<file path="src/rtl/gpio_out_bank.sv">
// gpio_out_bank: double-buffered GPIO output bank on a byte-wide bus.
// CPU writes land in per-byte shadow registers. They reach the live
// registers, which drive the pins, in one of two ways:
//   - a CONTROL commit copies every shadow byte into live at once;
//   - with auto-commit on, each data write also updates its live byte.
// WRITE, SET and CLEAR give atomic bit manipulation of the shadow bytes.
//
// Bus handshake: a request is taken on every rising edge where read or
// write is high. ready_r / ready_w is high for exactly the following cycle
// (ready <= request), and data_out is valid in that same cycle. There is no
// back-pressure, so a new request may be issued every cycle. Reset wins
// over any request sampled on the same edge.
module gpio_out_bank #(
    parameter int size_addr = 2,
    parameter int size      = 4
) (
    input  logic                 clk,
    input  logic                 reset,
    input  logic                 read,
    input  logic                 write,
    input  logic [size_addr+1:0] address,
    input  logic [7:0]           data_in,
    output logic [7:0]           data_out,
    output logic                 ready_r,
    output logic                 ready_w,
    output logic [8*size-1:0]    gpio
);

    // Op codes held in the top two address bits. A write and a read
    // issued in the same cycle share this field.
    localparam logic [1:0] OP_WRITE   = 2'b00;  // read: shadow byte
    localparam logic [1:0] OP_SET     = 2'b01;  // read: live byte
    localparam logic [1:0] OP_CLEAR   = 2'b10;  // read: always zero
    localparam logic [1:0] OP_CONTROL = 2'b11;  // read: control register

    logic [1:0]           op;
    logic [size_addr-1:0] index;

    assign op    = address[size_addr+1:size_addr];
    assign index = address[size_addr-1:0];

    logic [7:0]      shadow [size];
    logic [7:0]      live   [size];
    logic            auto_commit;

    logic [size-1:0] hit;         // one-hot index decode, all zero if index >= size
    logic [7:0]      shadow_sel;  // addressed shadow byte, zero if out of range
    logic [7:0]      live_sel;    // addressed live byte, zero if out of range
    logic [7:0]      shadow_new;  // value a data write leaves in the shadow byte
    logic [7:0]      read_data;   // value returned by a read this cycle
    logic            data_wr;     // WRITE / SET / CLEAR in progress
    logic            ctrl_wr;     // CONTROL write in progress
    logic            commit;      // CONTROL write requesting shadow -> live copy

    assign data_wr = write && (op != OP_CONTROL);
    assign ctrl_wr = write && (op == OP_CONTROL);
    assign commit  = ctrl_wr && data_in[0];

    // Index decode. Indices at or above size match no byte, so an
    // out-of-range write changes nothing and an out-of-range read sees zero.
    always_comb begin
        hit = '0;
        for (int i = 0; i < size; i++) begin
            hit[i] = (int'(index) == i);
        end
    end

    // Select the addressed shadow and live bytes (pre-edge values).
    always_comb begin
        shadow_sel = '0;
        live_sel   = '0;
        for (int i = 0; i < size; i++) begin
            if (hit[i]) begin
                shadow_sel = shadow[i];
                live_sel   = live[i];
            end
        end
    end

    // New shadow value for a data write; SET and CLEAR modify the current
    // byte, so no read-modify-write is needed from the CPU.
    always_comb begin
        shadow_new = data_in;
        case (op)
            OP_SET:   shadow_new = shadow_sel | data_in;
            OP_CLEAR: shadow_new = shadow_sel & ~data_in;
            default:  shadow_new = data_in;
        endcase
    end

    // Read mux. Built only from pre-edge state, which gives read-before-write
    // behaviour when a read and a write (including a commit) coincide.
    // The control register ignores the index field.
    always_comb begin
        read_data = '0;
        case (op)
            OP_WRITE:   read_data = shadow_sel;
            OP_SET:     read_data = live_sel;
            OP_CLEAR:   read_data = '0;
            OP_CONTROL: read_data = {6'b0, auto_commit, 1'b0};
            default:    read_data = '0;
        endcase
    end

    // Handshake pulses and registered read data. data_out holds between reads.
    always_ff @(posedge clk) begin
        if (reset) begin
            ready_r  <= 1'b0;
            ready_w  <= 1'b0;
            data_out <= '0;
        end else begin
            ready_r <= read;
            ready_w <= write;
            if (read) begin
                data_out <= read_data;
            end
        end
    end

    // Control register: auto-commit enable, written by every CONTROL write.
    always_ff @(posedge clk) begin
        if (reset) begin
            auto_commit <= 1'b0;
        end else if (ctrl_wr) begin
            auto_commit <= data_in[1];
        end
    end

    // Shadow registers: updated only by data writes to an in-range index.
    always_ff @(posedge clk) begin
        if (reset) begin
            for (int i = 0; i < size; i++) begin
                shadow[i] <= '0;
            end
        end else begin
            for (int i = 0; i < size; i++) begin
                if (data_wr && hit[i]) begin
                    shadow[i] <= shadow_new;
                end
            end
        end
    end

    // Live registers: a commit copies all pre-edge shadow bytes; otherwise
    // an auto-commit data write mirrors its new shadow value. A commit is a
    // CONTROL write, so the two cases never occur on the same edge.
    always_ff @(posedge clk) begin
        if (reset) begin
            for (int i = 0; i < size; i++) begin
                live[i] <= '0;
            end
        end else begin
            for (int i = 0; i < size; i++) begin
                if (commit) begin
                    live[i] <= shadow[i];
                end else if (data_wr && auto_commit && hit[i]) begin
                    live[i] <= shadow_new;
                end
            end
        end
    end

    // Pins come straight from the live flops, so bus activity cannot glitch them.
    always_comb begin
        gpio = '0;
        for (int i = 0; i < size; i++) begin
            gpio[8*i +: 8] = live[i];
        end
    end

endmodule

</file>
<file path="config.mk">
export PLATFORM = sky130hd
export DESIGN_NAME = gpio_out_bank
export DESIGN_NICKNAME = d
export VERILOG_FILES = /design/src/rtl/gpio_out_bank.sv
export SDC_FILE = /design/constraint.sdc
export NUM_CORES = 1
export LEC_CHECK = 0
export ABC_AREA = 1
export CAP_MARGIN = 20
export CORE_ASPECT_RATIO = 0.7
export CORE_MARGIN = 3
export CORE_UTILIZATION = 58
export CTS_CLUSTER_SIZE = 28
export DETAILED_ROUTE_END_ITERATION = 6
export PLACE_DENSITY_LB_ADDON = 0.1
export SETUP_SLACK_MARGIN = 0.5
export SYNTH_ARGS = -nofsm -noshare
export SYNTH_HDL_FRONTEND = slang
export SYNTH_SLANG_ARGS = --single-unit
</file>
<file path="constraint.sdc">
create_clock -name clk -period 5.2 [get_ports clk]
set_clock_uncertainty 0.15 [all_clocks]
set_input_delay 1.56 -clock clk [delete_from_list [all_inputs] [get_ports clk]]
set_output_delay 1.56 -clock clk [all_outputs]
set_load 0.05 [all_outputs]
</file>
==> metrics.md, run 1 <==
| Metric | Value |
|---|---|
| Worst setup EP type | flip-flop |
| R2r setup slk | 3.45 ns |
| Die ar. | ~7600 sq um |
| DR WL/cell | 19.1 um |
| Delay of the slowest cell on the worst path | a little under 0.9 ns |
| Mapped Area | 3790 sq um |
| Max-slew headroom | 0.508 |
| Leading area contributor after synthesis | edfxtp_1 |
| Worst path slowest cell | clkdlybuf4s50_1 |
| Type of origin of the critical path | input pin |
| DP Wirelength | between 7000 and 8000 um |
| Synthesized net count | 440 |
| Critical Path AT | 4.04 ns |
| Sequential cell area | around 2100 sq um |
| Worst Path Class, Setup | in2reg |
| CTS Hold Bufs | 0 |
| # Max-Cap Violations | 0 |
| Core Util, Final | 0.760 |
| Final-stage net count | 493 |
| Global-route wire length before repair | 16200 um |
| Initial antenna violation count | 0 |
| Min Tclk post-route | 4.10 ns |
| Residual DRC | 0 |
| Sw Ratio | 0.291 |
| Worst-path clk slew | around 0.07 ns |
| Final Hold Vio Count | 0 |
| Seq pwr share | 0.508 |
| Slew @ Worst Pin | 0.738 ns |
| Clock sink count | 75 |
| GRT Total Usage | 0.300 |
| Root Driver | clkbuf_8 |
| Sw Pwr | 0.404 mW |
| Gpl congestion | 1.03 |
| Total grt overflow | 0 |
| Mean Syn Cell Area | 9.02 sq um |
| Final setup TNS | 0 ns |
| Synth unique cells | 28 |
| Yosys Warn Count | 0 |
| Synth Instances | 420 |
| Post-CTS Setup Repair Bufs | 0 |
| P_int | just under 1 mW |
| Main synth FF type | edfxtp_1 |
| Layout fillers | 454 |
| Largest net degree at the start of global routing | 33 |
| Post-route ant nets | 0 |
| Clock power frac | 0.317 |
| Num CTS Buffers | 9 |
| Initial Utilization | 0.630 |
| Non-filler cells, final | 553 |
| Sequential area share after synthesis | 0.565 |
| Synth top cells by count | nand2_1 (88), edfxtp_1 (64), nor2_1 (53) |
| Hold crit path type | reg2reg |
| DR iter-0 viols | 677 |
| # diodes | 0 |
| Final setup viols | 0 |
| IO Port Bufs | 57 |
| Die Y-Extent | approximately 74 um |
| Total power | 1.38 mW |
| Post_cts resized | 0 |
| Drt via density | between 6 and 7 |
| Share of cells above drive strength 1 | 0.0983 |
| Vias | approximately 3300 |
| Area contributors post-synth | edfxtp_1 (51%), nand2_1 (8.7%), dfxtp_1 (5.8%), nor2_1 (5.3%), a21oi_1 (5.2%) |
| Async SR Flop Fraction | 0 |
| Number of H-tree levels | 3 |
| Fmax | 244 MHz |
| Footprint of the multi-input gates | 1440 sq um |
| CP bufs+invs | 1 |
| CP max FO | 20 |
| # rows | 23 |
| Unrepaired setup endpoints after global routing | false |
| Period utilization | 0.788 |
| WL final | 10500 um |
| Leak | approximately 1.8 nW |
| Crit-path cells | clkdlybuf4s50_1, nand2_1, or2_2, nand2_1, o21bai_2, nand2_1, a21oi_1 |
| Power per Cell Area | 303 nW/um^2 |
| Post-synth EDFFs | 64 |
| Logic pwr share | 0.175 |
| Clock latency on the worst-skew pair | 0.36 ns |
| I/O pin count | 58 |
| Status | finished, final reports clean |
| CP top delay family | simple AND/OR/NAND/NOR gates |
| Count leader, synth | nand2_1 |
| Vias in the first global route | 2951 |
| Cell repeated most along the worst path | nand2_1 |
| Dpl cells | 537 |
| CTS tree | yes |
| Layout area overhead | 20.7% |
| VDD IR max | 0.000297 V |
| Worst path required time | 5.14 ns |
| Core area | 6010 sq um |
| Max-slew violations | 0 |
| Seq cells post-synth | 75 |
| Die width | 103 um |
| Clock Path Buffers | 2 |
| DR pass1 iterations | 6 |
| Synth top area share | 0.507 |
[final cells by class]
| cell class | count | share of cell area |
|---|---|---|
| clock inverter | 3 | 0.00383 |
| multi-input combinational | 298 | 0.316 |
| tap | 75 | 0.0205 |
| timing repair buffer | 58 | 0.126 |
| inverter | 31 | 0.0257 |
| clock buffer | 13 | 0.0394 |
| sequential | 75 | 0.469 |
[cell families after synthesis]
kind of cell	after synthesis	share of synthesized area
and+or+nand+nor	203	0.240
buffers and inverters	47	0.0538
adders and majority gates	4	0.0132
DFF	75	0.565
AOI/OAI and AO/OA	91	0.127
[cell usage in the layout (no fill, tap or decap), types with 2 or more instances in the layout]
cell	netlist	final
o21ai_1	19	19
nor2_4	4	4
nor2_2	2	2
nand3_2	2	2
nand3_1	34	34
clkinv_2	1	2
clkbuf_8	0	11
a21oi_1	39	39
dfxtp_1	11	11
inv_2	8	8
edfxtp_1	64	64
nor2_1	53	53
inv_1	22	22
clkdlybuf4s50_1	0	57
inv_4	0	2
nand2_2	7	7
o211ai_1	6	6
nand2_1	88	88
ha_1	4	4
or2_2	4	4
or2_1	7	7
o21ai_0	23	23
[power groups by stage]
stage | registers (mW) | logic, mW | clock network (mW)
detailed placement | 0.715 | 0.239 | 0
global route | 0.705 | 0.259 | 0.469
floorplan | 0.768 | 0.0982 | 0
global placement | 0.715 | 0.236 | 0
finish | 0.703 | 0.243 | 0.439
CTS | 0.702 | 0.240 | 0.443
[final timing paths]
| kind | start | endpoint | cells past startpoint |
|---|---|---|---|
| setup / recovery | address[0] | live[0][1] | 7 |
| hold / removal | data_out[1] | data_out[1] | 2 |
| setup reg to reg | shadow[2][2] | live[0][2] | 6 |
| hold reg to reg | data_out[1] | data_out[1] | 2 |
[through the flow]
stage | setup slack, ns | hold slack [ns] | instance area [sq um]
final | 1.10 | 0.317 | 4570
after CTS | 1.19 | 0.321 | 4570
after global placement | 0.943 | 0.305 | 4370
after global routing | 0.961 | 0.371 | 4570
after floorplan | 2.11 | 0.304 | 3790
after detailed placement | 0.830 | 0.310 | 4370
[sequential cells by signal, indices dropped and copies added (netlist names)]
name	flops
shadow	32
data_out	8
ready_w	1
live	32
auto_commit	1
ready_r	1
[tightest hold or removal path: stages (launching register included)]
cell and delay (ns):
dfxtp_1 0.31, nand2_1 0.06, a21oi_1 0.05
[layer usage]
| layer | up-vias | track usage | share of wire |
|---|---|---|---|
| met1 | 1520 | 0.447 | 0.43 |
| met5 | - | 0 | 0 |
| met2 | 251 | 0.419 | 0.41 |
| met4 | 0 | 0.0888 | 0.022 |
| met3 | 30 | 0.0996 | 0.14 |
| li1 | 1540 | - | - |
(Power assumes the default switching activity.)
==> run 2, diff against run 1 <==
- CORE_UTILIZATION: 58 -> 54
- clock period: 5.2 -> 3.9 ns (I/O delays scaled with it)
==> metrics.md, run 2 (same netlist as run 1, synthesis figures left out) <==
| Metric | Value |
|---|---|
| Die Y-Extent | 76.1 um (+3.3%) |
| P_int | 1.24 mW (+26%) |
| Worst r2r path cells | 6 (unchanged) |
| Most common cell after layout, fill and taps aside | nand2_1 |
| CTS tree | yes |
| DR pass1 iterations | 5 (-1) |
| Hold crit path type | reg2reg |
| # rows | 24 (+4.3%) |
| Die width | 106 um (+3.4%) |
| Initial Utilization | 0.581 (-0.0485) |
| Worst setup path start | address[3] |
| Delay of the slowest cell on the worst path | 0.53 ns (-0.34 ns) |
| Core area | 6520 sq um (+8.3%) |
| Dpl cells | 559 (+4.1%) |
| Num CTS Buffers | 9 (unchanged) |
| Unrepaired setup endpoints after global routing | false |
| Clock latency on the worst-skew pair | 0.36 ns (about the same) |
| Root Driver | clkbuf_8 |
| Worst path slowest cell | clkdlybuf4s50_1 |
| WL final | 11000 um (+4.0%) |
| Layout fillers | 524 (+15%) |
| Layout area overhead | 21.6% |
| CP max FO | 8 (-60%) |
| Leak | 1.79 nW (+0.83%) |
| Global-route wire length before repair | 17000 um (+5.3%) |
| Fmax | 307 MHz |
| Worst-path clk slew | 0.09 ns (+0.02 ns) |
| Worst path required time | 3.83 ns (-1.31 ns) |
| Gpl congestion | 0.997 (-3.0%) |
| Die ar. | 8070 sq um (+6.9%) |
| # diodes | 0 (unchanged) |
| Number of H-tree levels | 3 (unchanged) |
| Max-slew headroom | 0.650 (+0.142) |
| Final setup TNS | 0 ns (unchanged) |
| Worst Path Class, Setup | in2reg |
| Type of origin of the critical path | input pin |
| IO Port Bufs | 57 (unchanged) |
| Post-route ant nets | 0 (unchanged) |
| Period utilization | 0.836 |
| GRT Total Usage | 0.279 (-0.0209) |
| Min Tclk post-route | 3.26 ns |
| VDD IR max | 0.000279 V (-6.1%) |
| Worst setup endpoint | live[2][3] |
| Max-slew violations | 0 (unchanged) |
| I/O pin count | 58 (unchanged) |
| # Max-Cap Violations | 0 (unchanged) |
| Worst r2r dst | live[2][3] |
| DR WL/cell | 19.1 um (about the same) |
| Worst setup EP type | flip-flop |
| Status | finished, final reports clean |
| Sw Ratio | 0.313 (+0.0219) |
| Largest net degree at the start of global routing | 33 (unchanged) |
| Vias | 3346 (+0.15%) |
| Initial antenna violation count | 0 (unchanged) |
| Most frequent cells in the layout | nand2_1 (88), edfxtp_1 (64), clkdlybuf4s50_1 (57), nor2_1 (52), a21oi_1 (39) |
| Logic pwr share | 0.183 (+0.008) |
| Non-filler cells, final | 575 (+4.0%) |
| Seq pwr share | 0.521 (+0.013) |
| Drt via density | 5.82 (-3.7%) |
| Crit-path cells | clkdlybuf4s50_1, inv_1, ha_1, inv_2, nor2_2, o21ai_0, nand2_2, a21oi_1 |
| DP Wirelength | 8130 um (+3.9%) |
| Vias in the first global route | 3044 (+3.2%) |
| R2r setup slk | 2.11 ns (-1.34 ns) |
| Total power | 1.80 mW (+30%) |
| Worst r2r src | shadow[2][3] |
| Final setup viols | 0 (unchanged) |
| Clock sink count | 75 (unchanged) |
| Critical Path AT | 3.19 ns (-0.85 ns) |
| Clock power frac | 0.296 (-0.021) |
| Largest regs | live (32), shadow (32), data_out (8) |
| CTS Hold Bufs | 0 (unchanged) |
| Sw Pwr | 0.565 mW (+40%) |
| Slew @ Worst Pin | 0.523 ns (-0.214 ns) |
| HP Start | data_out[1] |
| Power per Cell Area | 392 nW/um^2 (+29%) |
| Share of cells above drive strength 1 | 0.112 (+0.0132) |
| Residual DRC | 0 (unchanged) |
| Final Hold Vio Count | 0 (unchanged) |
| Clock Path Buffers | 2 (unchanged) |
| Final-stage net count | 499 (+1.2%) |
| DR iter-0 viols | 444 (-34%) |
| Total grt overflow | 0 (unchanged) |
## run 2: metrics by stage
step                instance area [sq um]  setup WS, ns  hold WS [ns]   util
floorplan                            3790          1.20         0.304      -
global placement                     4440         0.292         0.305  0.681
detailed placement                   4440         0.197         0.312  0.681
CTS                                  4600         0.582         0.321  0.707
global route                         4610         0.565         0.359  0.707
finish                               4610         0.641         0.318  0.707
## run 2: how the worst min path moves through the flow
stage,to,cells after the start
floorplan,auto_commit,2
global placement,data_out[1],2
detailed placement,data_out[1],2
CTS,data_out[1],2
global route,auto_commit,2
finish,data_out[1],2
## run 2: area by class of cell
cell class | count | area, sq um | area share
multi-input combinational | 298 | 1450 | 0.314
tap | 91 | 114 | 0.0247
clock inverter | 6 | 37.5 | 0.00815
sequential | 75 | 2140 | 0.465
clock buffer | 10 | 128 | 0.0277
inverter | 31 | 118 | 0.0255
timing repair buffer | 64 | 623 | 0.135
## run 2: power by group through the flow
stage / sequential [mW] / combinational [mW] / clock (mW)
after floorplan: 1.02 / 0.131 / 0
after global placement: 0.956 / 0.320 / 0
after detailed placement: 0.957 / 0.325 / 0
after CTS: 0.939 / 0.325 / 0.543
after global routing: 0.944 / 0.349 / 0.587
final: 0.941 / 0.330 / 0.534
## run 2: metal layers
metal / routed length, um / vias to the layer above / global-route usage
met2: 4620 / 236 / 0.390
met5: 0 / - / 0
li1: - / 1552 / -
met3: 1570 / 21 / 0.114
met4: 131 / 0 / 0.0673
met1: 4630 / 1537 / 0.405
## run 2: repair_timing
item | in CTS | in global routing
resized for setup | 0 | 1
endpoints found under the setup margin | 0 | 22
buffers inserted | 0 | 0
## run 2: worst max-delay path, delay by kind of cell
family | cells | cell delay (ns)
AOI/OAI and AO/OA | 2 | 0.32
buffers and inverters | 3 | 0.69
adders and majority gates | 1 | 0.45
and+or+nand+nor | 2 | 0.55
==> run 3, diff against run 2 <==
- clock period: 3.9 -> 3 ns (I/O delays scaled with it)
==> metrics.md, run 3 (same netlist as run 1, synthesis figures left out) <==
| Metric | Value |
|---|---|
| Status | finished, final reports clean |
| Largest net degree at the start of global routing | 33 (unchanged) |
| Worst path required time | 2.96 ns (-0.87 ns) |
| VDD IR max | 0.000309 V (+11%) |
| Core Util, Final | 0.774 (+0.0666) |
| Final setup viols | 0 (unchanged) |
| Initial Utilization | 0.581 (unchanged) |
| Worst path slowest cell | clkdlybuf4s50_1 |
| Max-slew violations | 0 (unchanged) |
| Post-Place Cell Area | 4630 sq um (+4.3%) |
| Initial antenna violation count | 0 (unchanged) |
| Root Driver | clkbuf_8 |
| Most frequent cells in the layout | nand2_1 (82), edfxtp_1 (64), nor2_1 (53), dlygate4sd2_1 (43), nand3_1 (32) |
| Crit-path cells | clkdlybuf4s50_1, buf_4, nor2_2, buf_12, nand2_1, nand3_1, nand3_1, nand2_1, nand2_4, o21ai_1 |
| Layout fillers | 510 (-2.7%) |
| P_int | 1.80 mW (+45%) |
| Final-stage net count | 523 (+4.8%) |
| Clock power frac | 0.339 (+0.043) |
| Core area | 6520 sq um (unchanged) |
| Sw Pwr | 0.772 mW (+37%) |
| Post-route cell area | 5040 sq um (+9.4%) |
| Worst setup EP type | flip-flop |
| Unrepaired setup endpoints after global routing | true |
| Number of H-tree levels | 3 (unchanged) |
| Largest regs | live (32), shadow (32), data_out (8) |
| Die ar. | 8070 sq um (unchanged) |
| Type of origin of the critical path | input pin |
| CTS tree | yes |
| CP max FO | 11 (+3) |
| Vias in the first global route | 3245 (+6.6%) |
| Total power | 2.57 mW (+43%) |
| Sw Ratio | 0.300 (-0.0134) |
| WL final | 12000 um (+9.6%) |
| Num CTS Buffers | 9 (unchanged) |
| Share of cells above drive strength 1 | 0.205 (+0.0932) |
| Logic pwr share | 0.187 (+0.004) |
| Clock latency on the worst-skew pair | 0.36 ns (about the same) |
| Period utilization | 0.828 |
| Worst hold path stage count | 2 (unchanged) |
| Clock sink count | 75 (unchanged) |
| DR iter-0 viols | 517 (+16%) |
| DR WL/cell | 20.1 um (+5.2%) |
| IO Port Bufs | 57 (unchanged) |
| Most common cell after layout, fill and taps aside | nand2_1 |
| Max-slew headroom | 0.649 (-0.00110) |
| Clock Path Buffers | 2 (unchanged) |
| Post-route ant nets | 0 (unchanged) |
| Residual DRC | 0 (unchanged) |
| Leak | 2.12 nW (+18%) |
| Drt via density | 5.87 (+0.81%) |
| Layout area overhead | 33.1% |
| Fmax | 402 MHz |
| DP Wirelength | 8890 um (+9.3%) |
| Worst r2r path cells | 7 (+1) |
| CTS Hold Bufs | 0 (unchanged) |
| Global-route wire length before repair | 18300 um (+7.2%) |
| Critical Path AT | 2.44 ns (-0.75 ns) |
| Min Tclk post-route | approximately 2.5 ns |
| Total grt overflow | 0 (unchanged) |
| GRT Total Usage | 0.304 (+0.0246) |
| Die width | 106 um (unchanged) |
| Delay of the slowest cell on the worst path | 0.49 ns (-0.04 ns) |
| Power per Cell Area | 511 nW/um^2 (+30%) |
| DR pass1 iterations | 5 (unchanged) |
| Final setup TNS | 0 ns (unchanged) |
| Slew @ Worst Pin | 0.529 ns (+0.00539 ns) |
| Hold crit path type | reg2reg |
| WHS | 0.318 ns (+0.000395 ns) |
| Die Y-Extent | 76.1 um (unchanged) |
| # rows | 24 (unchanged) |
| Final Hold Vio Count | 0 (unchanged) |
| Vias | 3514 (+5.0%) |
| Worst Path Class, Setup | in2reg |
| Gpl congestion | 0.982 (-1.6%) |
| # diodes | 0 (unchanged) |
| Seq pwr share | 0.474 (-0.047) |
| Worst-path clk slew | 0.08 ns (about the same) |
| # Max-Cap Violations | 0 (unchanged) |
| I/O pin count | 58 (unchanged) |
[run 3: cell count changes in the layout (fill, tap and decap cells not counted), sizes merged]
cell | previous run | this run
clkdlybuf4s50 | 57 | 12
dlygate4sd2 | 0 | 43
buf | 7 | 31
inv | 34 | 30
bufinv | 0 | 2
clkdlybuf4s15 | 0 | 1
clkinv | 3 | 4
clkinvlp | 0 | 1
dlymetal6s2s | 0 | 1
[run 3: timing repair]
item                                    CTS  global route
endpoints found under the setup margin  119            82
buffers inserted                          2             3
pin swaps                                 3             6
resized for setup                        58            28
[run 3: through the flow]
stage	std cells	worst slack, ns
floorplan	420	0.574
global placement	578	0.0227
detailed placement	578	-0.00140
CTS	596	0.482
global route	599	0.467
finish	599	0.515
[run 3: worst paths after layout]
check	start	endpoint	slack (ns)
worst max-delay path	address[1]	live[2][7]	0.51
worst min-delay path	data_out[1]	data_out[1]	0.32
worst max register to register	shadow[2][2]	shadow[0][2]	1.27
worst min register to register	data_out[1]	data_out[1]	0.32
[run 3: routing by layer]
layer,vias up,share of wire,GRT usage,routed length (um)
met5,-,0,0,0
met3,28,0.11,0.0745,1350
met1,1647,0.43,0.452,5140
met4,0,0.027,0.110,320
met2,245,0.43,0.430,5210
li1,1594,-,-,-
[run 3: power groups by stage]
| stage | sequential, mW | clock [mW] | combinational, mW |
|---|---|---|---|
| floorplan | 1.33 | 0 | 0.170 |
| global placement | 1.24 | 0 | 0.451 |
| detailed placement | 1.24 | 0 | 0.459 |
| CTS | 1.22 | 0.875 | 0.458 |
| global route | 1.22 | 0.925 | 0.508 |
| finish | 1.22 | 0.873 | 0.481 |
[run 3: worst max-delay path: cells and delay by family]
kind	cells	cell delay, ns
buffers and inverters	3	0.80
AO/OA/AOI/OAI	1	0.08
AND/OR/NAND/NOR	6	0.66
[run 3: final cells by class]
class,count,area (sq um),area share
clock inverters,6,90.1,0.0179
inverters,31,118,0.0233
multi-input cells,298,1600,0.318
clock buffers,10,128,0.0253
repair buffers,88,847,0.168
flip-flops and latches,75,2140,0.425
well taps,91,114,0.0226
